===== config.mk =====
export PLATFORM = sky130hd
export DESIGN_NAME = mem_bus_bridge
export DESIGN_NICKNAME = d
export VERILOG_FILES = /design/src/rtl/mem_bus_bridge.sv
export SDC_FILE = /design/constraint.sdc
export NUM_CORES = 1
export LEC_CHECK = 0
export CAP_MARGIN = 20
export CORE_MARGIN = 2
export CORE_UTILIZATION = 48
export DETAILED_ROUTE_END_ITERATION = 10
export PLACE_DENSITY = 0.85
export SYNTH_ARGS = -nofsm -noshare
export SYNTH_HDL_FRONTEND = slang
export SYNTH_SLANG_ARGS = --single-unit

===== constraint.sdc =====
create_clock -name clk -period 8.6 [get_ports clk]
set_clock_uncertainty 0.05 [all_clocks]
set_input_delay 1.72 -clock clk [delete_from_list [all_inputs] [get_ports clk]]
set_output_delay 1.72 -clock clk [all_outputs]
set_load 0.05 [all_outputs]

===== src/rtl/mem_bus_bridge.sv =====
// MEM-stage to req/ack data-bus bridge: one outstanding access, stalls the pipeline
// until completion, and flags misaligned or timed-out accesses.
module mem_bus_bridge #(
  parameter int unsigned TIMEOUT = 255,
  parameter int unsigned CNT_W   = 16
) (
  input  logic        clk,
  input  logic        rst,
  input  logic        mem_ren,
  input  logic        mem_wen,
  input  logic [31:0] mem_addr,
  input  logic [31:0] mem_dout,
  input  logic        mem_adv,
  output logic [31:0] mem_din,
  output logic        mem_stall,
  output logic        mem_err,
  output logic [31:0] err_addr,
  output logic        bus_req,
  output logic        bus_we,
  output logic [31:0] bus_addr,
  output logic [31:0] bus_wdata,
  input  logic        bus_ack,
  input  logic [31:0] bus_rdata
);

  typedef enum logic [1:0] {IDLE, BUSY, DONE} state_t;

  state_t           state;
  logic [CNT_W-1:0] count;
  logic             acc;

  assign acc       = mem_ren | mem_wen;
  assign mem_stall = ((state == IDLE) && acc) || (state == BUSY);

  always_ff @(posedge clk or posedge rst) begin
    if (rst) begin
      state     <= IDLE;
      count     <= '0;
      bus_req   <= 1'b0;
      bus_we    <= 1'b0;
      bus_addr  <= '0;
      bus_wdata <= '0;
      mem_din   <= '0;
      mem_err   <= 1'b0;
      err_addr  <= '0;
    end else begin
      mem_err <= 1'b0;
      unique case (state)
        IDLE: begin
          if (acc) begin
            if (mem_addr[1:0] == 2'b00) begin
              bus_req   <= 1'b1;
              bus_we    <= mem_wen;
              bus_addr  <= mem_addr;
              bus_wdata <= mem_dout;
              count     <= '0;
              state     <= BUSY;
            end else begin
              mem_din  <= '0;
              err_addr <= mem_addr;
              mem_err  <= 1'b1;
              state    <= DONE;
            end
          end
        end
        BUSY: begin
          // Direction comes from the latched bus_we, not the live MEM-stage inputs.
          if (bus_ack) begin
            bus_req <= 1'b0;
            if (!bus_we) mem_din <= bus_rdata;
            state <= DONE;
          end else if (count == CNT_W'(TIMEOUT - 1)) begin
            bus_req  <= 1'b0;
            mem_din  <= '0;
            err_addr <= bus_addr;
            mem_err  <= 1'b1;
            state    <= DONE;
          end else begin
            count <= count + CNT_W'(1);
          end
        end
        DONE: begin
          if (mem_adv) state <= IDLE;
        end
        default: state <= IDLE;
      endcase
    end
  end

endmodule


==> impl_metrics.env, run 1 <==
export IMPL_die_area_sq_mm=0.0143
export IMPL_clkPwrFrac=0.190
export IMPL_setup_worst_path_start_class="input pin"
export IMPL_htree_num_levels=4
export IMPL_clkTransAtPathRegs_ps=60
export IMPL_initial_utilization=0.488
export IMPL_dp_cells=958
export IMPL_cp_startpoint="mem_ren"
export IMPL_worstPathMaxFanout=4
export IMPL_async_flop_share=1.00
export IMPL_worst_ep_arrival_time_ps=3560
export IMPL_std_cell_rows=42
export IMPL_seq_area_frac_synth=0.582
export IMPL_ys_ff_latch=149
export IMPL_final_cell_mix="clkdlybuf4s50_1 (233), nand2_1 (192), dfrtp_1 (149)"
export IMPL_leakage_nw=4.30
export IMPL_yosysWarnings=0
export IMPL_grt_pass1_wl_um=27600
export IMPL_hold_buffers=0
export IMPL_ir_drop_mv=0.287
export IMPL_clk_latency_ps=420
export IMPL_antenna_diode_count=0
export IMPL_status="complete, no violations"
export IMPL_drtIter0Drc=400
export IMPL_clock_sinks=149
export IMPL_port_buffers=233
export IMPL_worstSetupPathType="in2out"
export IMPL_max_freq_ghz=0.188
export IMPL_cts_tree="built"
export IMPL_ios=234
export IMPL_hold_viol_final=0
export IMPL_gr_usage_all_layers=0.247
export IMPL_yosysTopAreaCellShare=0.582
export IMPL_routed_via_density=5.37
export IMPL_finalSetupViolCount=0
export IMPL_wl_per_cell_um=17.7
export IMPL_synth_distinct_cells=51
export IMPL_grt_max_degree=79
export IMPL_synthTopCellsByArea="dfrtp_1 (58%), nand2_1 (11%), mux2_2 (6.3%)"
export IMPL_reg2reg_from="state[1]"
export IMPL_vias=5320
export IMPL_clockBufferDepth=2
export IMPL_synth_avg_cell_area_sq_um=11.1
export IMPL_worst_slew_pin_slew_ps=986
export IMPL_powerDensity_mw_per_mm2=399
export IMPL_drt_total_wl_um=17500
export IMPL_yosysTopAreaCell="dfrtp_1"
export IMPL_period_needed_ps=5330
export IMPL_setup_tns_ps=0
export IMPL_synthFlopType="dfrtp_1"
export IMPL_dp_hpwl_um=11800
export IMPL_cts_root_buf="clkbuf_16"
export IMPL_synth_edf_count=0
export IMPL_final_common_cell="clkdlybuf4s50_1"
export IMPL_instances_no_fill=990
export IMPL_post_cts_setup_buffers=0
export IMPL_hp_start="bus_wdata[23]"
export IMPL_synth_area_sq_mm=0.00641
export IMPL_power_switching_w=0.00173
export IMPL_drive_gt1_frac=0.101
export IMPL_end_kind="output pin"
export IMPL_die_height_um=120
export IMPL_syn_nets=683
export IMPL_gp_congestion=0.827
export IMPL_first_global_vias=5366
export IMPL_antenna_found_initial=0
export IMPL_final_nets=906
export IMPL_p_int_w=0.00204
export IMPL_min_path_type="reg2reg"
export IMPL_cts_resized=0
export IMPL_coreArea_sq_mm=0.0131
export IMPL_p_sw_frac=0.459
export IMPL_die_w_um=120
export IMPL_rsz0062_at_grt="false"
export IMPL_power_frac_seq=0.302
export IMPL_maxSlewViolCount=0
export IMPL_drv_cap=0
export IMPL_postRouteAntennaNets=0
export IMPL_comb_power_share=0.509
export IMPL_slew_headroom=0.343
export IMPL_area_growth_pct=47.3
export IMPL_cts_buffers=17
export IMPL_period_share=0.619
export IMPL_drc=0
export IMPL_dr_pass1_iters=5
export IMPL_worstPathRequired_ps=6830
export IMPL_grt_overflow=0
export IMPL_syn_inst=579
metrics by stage:
step	hold WS, ps	power (W)	cell area (sq um)	worst slack, ps	utilization
floorplan	473	0.00236	6410	2820	-
global placement	407	0.00300	8850	3290	0.673
detailed placement	411	0.00305	8850	3280	0.673
CTS	425	0.00378	9420	3270	0.717
global route	444	0.00392	9440	3200	0.719
finish	421	0.00376	9440	3270	0.719
synth_stat cells, types with 3 or more instances:
master and instances:
nand2_1 192, dfrtp_1 149, mux2_2 36, a22o_1 33, mux2_1 29, clkbuf_1 13
nor2_1 12, buf_1 9, a221o_1 8, and4_1 7, buf_2 7, inv_1 7
and2_1 6, nand4_1 6, nand3_1 5, o211ai_1 5, buf_6 4, nor4_1 4
or4_1 4, nor3_1 3, o21ai_0 3
path summary, 6_finish.rpt:
kind | end | slack, ps | depth (start not counted)
setup / recovery | mem_stall | 3270 | 4
hold / removal | bus_wdata[23] | 420 | 2
setup reg to reg | count[10] | 5370 | 4
hold reg to reg | bus_wdata[23] | 420 | 2
max in group asynchronous | bus_wdata[5] | 5350 | 3
min in group asynchronous | bus_wdata[29] | 1740 | 2
flip-flops by register name, summed over array words and instances (netlist names):
register,cells
bus_addr,32
bus_req,1
bus_wdata,32
bus_we,1
count,16
err_addr,32
mem_din,32
mem_err,1
state,2
cell families (layout without fill, tap and decap cells):
family / count (synthesis) / in the layout / share of synthesized area
simple gates: 254 / 254 / 0.178
flops: 149 / 149 / 0.582
compound gates: 67 / 67 / 0.0900
mux: 65 / 65 / 0.114
buf+inv: 41 / 276 / 0.0306
fa+ha+maj: 2 / 2 / 0.00390
xor+xnor: 1 / 1 / 0.00137
power by group through the flow:
stage	Clock [W]	Combinational (W)	Sequential (W)
after detailed placement	0	0.00191	0.00114
after global routing	0.000755	0.00200	0.00117
after global placement	0	0.00188	0.00112
after CTS	0.000724	0.00192	0.00113
after floorplan	0	0.000381	0.00198
final	0.000714	0.00191	0.00114
metal layers:
metal | global-route usage | vias up | part of all wire
li1 | - | 2455 | -
met1 | 0.302 | 2637 | 0.39
met2 | 0.403 | 196 | 0.51
met3 | 0.0860 | 32 | 0.080
met4 | 0.0971 | 0 | 0.023
met5 | 0 | - | 0
area by class of cell:
type	count	area (sq um)
inverter	7	31.3
clock buffer	25	505
fill	894	3700
multi-input combinational	389	2500
sequential	149	3730
tap	176	220
timing repair buffer	238	2380
clock inverter	6	68.8
worst max-delay path: stages:
cell and delay (ps):
clkdlybuf4s50_1 590, nor3_1 120, nor2_1 250, clkdlybuf4s50_1 870
Power figures use the tool's default switching activity.
==> run 2, diff against run 1 <==
--- a/config.mk
+++ b/config.mk
@@ -7,9 +7,9 @@
 export LEC_CHECK = 0
 export CAP_MARGIN = 20
 export CORE_MARGIN = 2
-export CORE_UTILIZATION = 48
+export CORE_UTILIZATION = 40
 export DETAILED_ROUTE_END_ITERATION = 10
-export PLACE_DENSITY = 0.85
+export PLACE_DENSITY = 0.76
 export SYNTH_ARGS = -nofsm -noshare
 export SYNTH_HDL_FRONTEND = slang
 export SYNTH_SLANG_ARGS = --single-unit
==> constraint.sdc (replaced) <==
create_clock -name clk -period 4.74 [get_ports clk]
set_clock_uncertainty 0.05 [all_clocks]
set_input_delay 0.948 -clock clk [delete_from_list [all_inputs] [get_ports clk]]
set_output_delay 0.948 -clock clk [all_outputs]
set_load 0.05 [all_outputs]
==> run 2 against run 1 <==
Effect of this change:
- non-clock buffer count grew 3
- flip-flop and latch count did not move
- utilization shrank 11 points
- via count fell by 2.6%
- power grew 82%
- combinational power up 81%
- largest power group unchanged
==> impl_metrics.env, run 2 (synthesis gave the netlist of run 1 again) <==
export IMPL_status="complete, no violations"
export IMPL_first_global_vias=5225
export IMPL_postRouteAntennaNets=0
export IMPL_antenna_diode_count=0
export IMPL_wl_per_cell_um=17.0
export IMPL_cts_resized=0
export IMPL_gp_congestion=0.789
export IMPL_port_buffers=233
export IMPL_final_cell_area_sq_mm=0.00954
export IMPL_grt_overflow=0
export IMPL_drive_gt1_frac=0.108
export IMPL_clock_sinks=149
export IMPL_ios=234
export IMPL_min_path_type="reg2reg"
export IMPL_worst_ep_arrival_time_ps=2740
export IMPL_std_cell_rows=46
export IMPL_cts_tree="built"
export IMPL_vias=5184
export IMPL_final_common_cell="clkdlybuf4s50_1"
export IMPL_comb_power_share=0.503
export IMPL_final_cell_mix="clkdlybuf4s50_1 (233), nand2_1 (192), dfrtp_1 (149)"
export IMPL_post_cts_setup_buffers=0
export IMPL_hold_viol_final=0
export IMPL_die_w_um=131
export IMPL_top_layer_used="met4"
export IMPL_drt_total_wl_um=17600
export IMPL_met1Wirelength_um=7680
export IMPL_dp_hpwl_um=11700
export IMPL_area_growth_pct=48.9
export IMPL_antenna_found_initial=0
export IMPL_die_height_um=131
export IMPL_die_area_sq_mm=0.0171
export IMPL_power_frac_seq=0.299
export IMPL_finalPower_w=0.00686
export IMPL_clk_latency_ps=420
export IMPL_clkTransAtPathRegs_ps=60
export IMPL_pre_cts_slack_ps=1000
export IMPL_final_nets=909
export IMPL_gr_usage_all_layers=0.209
export IMPL_drtIter0Drc=255
export IMPL_multi_input_area_sq_mm=0.00250
export IMPL_initial_utilization=0.406
export IMPL_met2_length_um=8410
export IMPL_clkPwrFrac=0.198
export IMPL_cts_buffers=17
export IMPL_worstPathRequired_ps=3740
export IMPL_regArea_sq_mm=0.00373
export IMPL_p_sw_frac=0.461
export IMPL_dr_pass1_iters=4
export IMPL_power_switching_w=0.00316
export IMPL_leakage_nw=4.32
export IMPL_rsz0062_at_grt="false"
export IMPL_slew_headroom=0.328
export IMPL_end_kind="output pin"
export IMPL_powerDensity_mw_per_mm2=718
export IMPL_period_share=0.789
export IMPL_hold_slack_ps=420
export IMPL_maxSlewViolCount=0
export IMPL_coreArea_sq_mm=0.0158
export IMPL_worstSetupPathType="in2out"
export IMPL_drv_cap=0
export IMPL_fillers=1324
export IMPL_grt_max_degree=58
export IMPL_max_freq_ghz=0.267
export IMPL_clockBufferDepth=2
export IMPL_setup_tns_ps=0
export IMPL_routed_via_density=5.01
export IMPL_dpl_instance_area_sq_mm=0.00895
export IMPL_setup_ws_ps=999
export IMPL_worst_slew_pin_slew_ps=1000
export IMPL_setup_worst_path_start_class="input pin"
export IMPL_grt_pass1_wl_um=27500
export IMPL_p_int_w=0.00370
export IMPL_ir_drop_mv=0.508
export IMPL_cts_root_buf="clkbuf_16"
export IMPL_drc=0
export IMPL_wl_met3_um=1210
export IMPL_worstPathMaxFanout=4
export IMPL_htree_num_levels=4
export IMPL_period_needed_ps=3740
export IMPL_finalSetupViolCount=0
export IMPL_hold_buffers=0
==> run 2: changes by cell type in the layout (fill, tap and decap cells not counted), sizes merged <==
cell / change
buf: +3
bufinv: +1
clkinvlp: +3
clkbuf: -6
clkinv: +2
inv: +1
==> run 2: worst paths after layout <==
check                      slack [ps]  depth (start not counted)     startpoint            end
max reg2reg                      2200                          4       state[1]       state[1]
max                              1000                          4        mem_wen      mem_stall
max in group asynchronous        2830                          3            rst      count[13]
min reg2reg                       420                          2  bus_wdata[27]  bus_wdata[27]
min in group asynchronous        1010                          2            rst    mem_din[25]
min                               420                          2  bus_wdata[27]  bus_wdata[27]
==> run 2: final cells by class <==
cell class | instances | area share
inverters | 7 | 0.00315
well taps | 216 | 0.0283
multi-input cells | 389 | 0.262
flip-flops and latches | 149 | 0.391
clock inverters | 13 | 0.0159
clock buffers | 19 | 0.0464
repair buffers | 241 | 0.253
==> run 2: worst max-delay path, cell delays in order <==
cell             delay [ps]
clkdlybuf4s50_1         580
nor3_1                   90
nor2_1                  260
clkdlybuf4s50_1         860
==> run 2: per-layer routing <==
metal / global-route usage / vias to the layer above
met1: 0.275 / 2547
met2: 0.328 / 154
met4: 0.0726 / 0
met3: 0.0672 / 18
li1: - / 2465
met5: 0 / -
==> run 2: through the flow <==
step,instances,utilization
detailed placement,1002,0.568
global route,1034,0.605
finish,1034,0.605
CTS,1034,0.605
floorplan,579,-
global placement,1002,0.568
==> run 2: power groups by stage <==
stage	combinational (W)	sequential, W	clock, W
after floorplan	0.000691	0.00360	0
after global placement	0.00344	0.00205	0
after detailed placement	0.00347	0.00206	0
after CTS	0.00348	0.00205	0.00138
after global routing	0.00362	0.00212	0.00144
final	0.00345	0.00205	0.00136
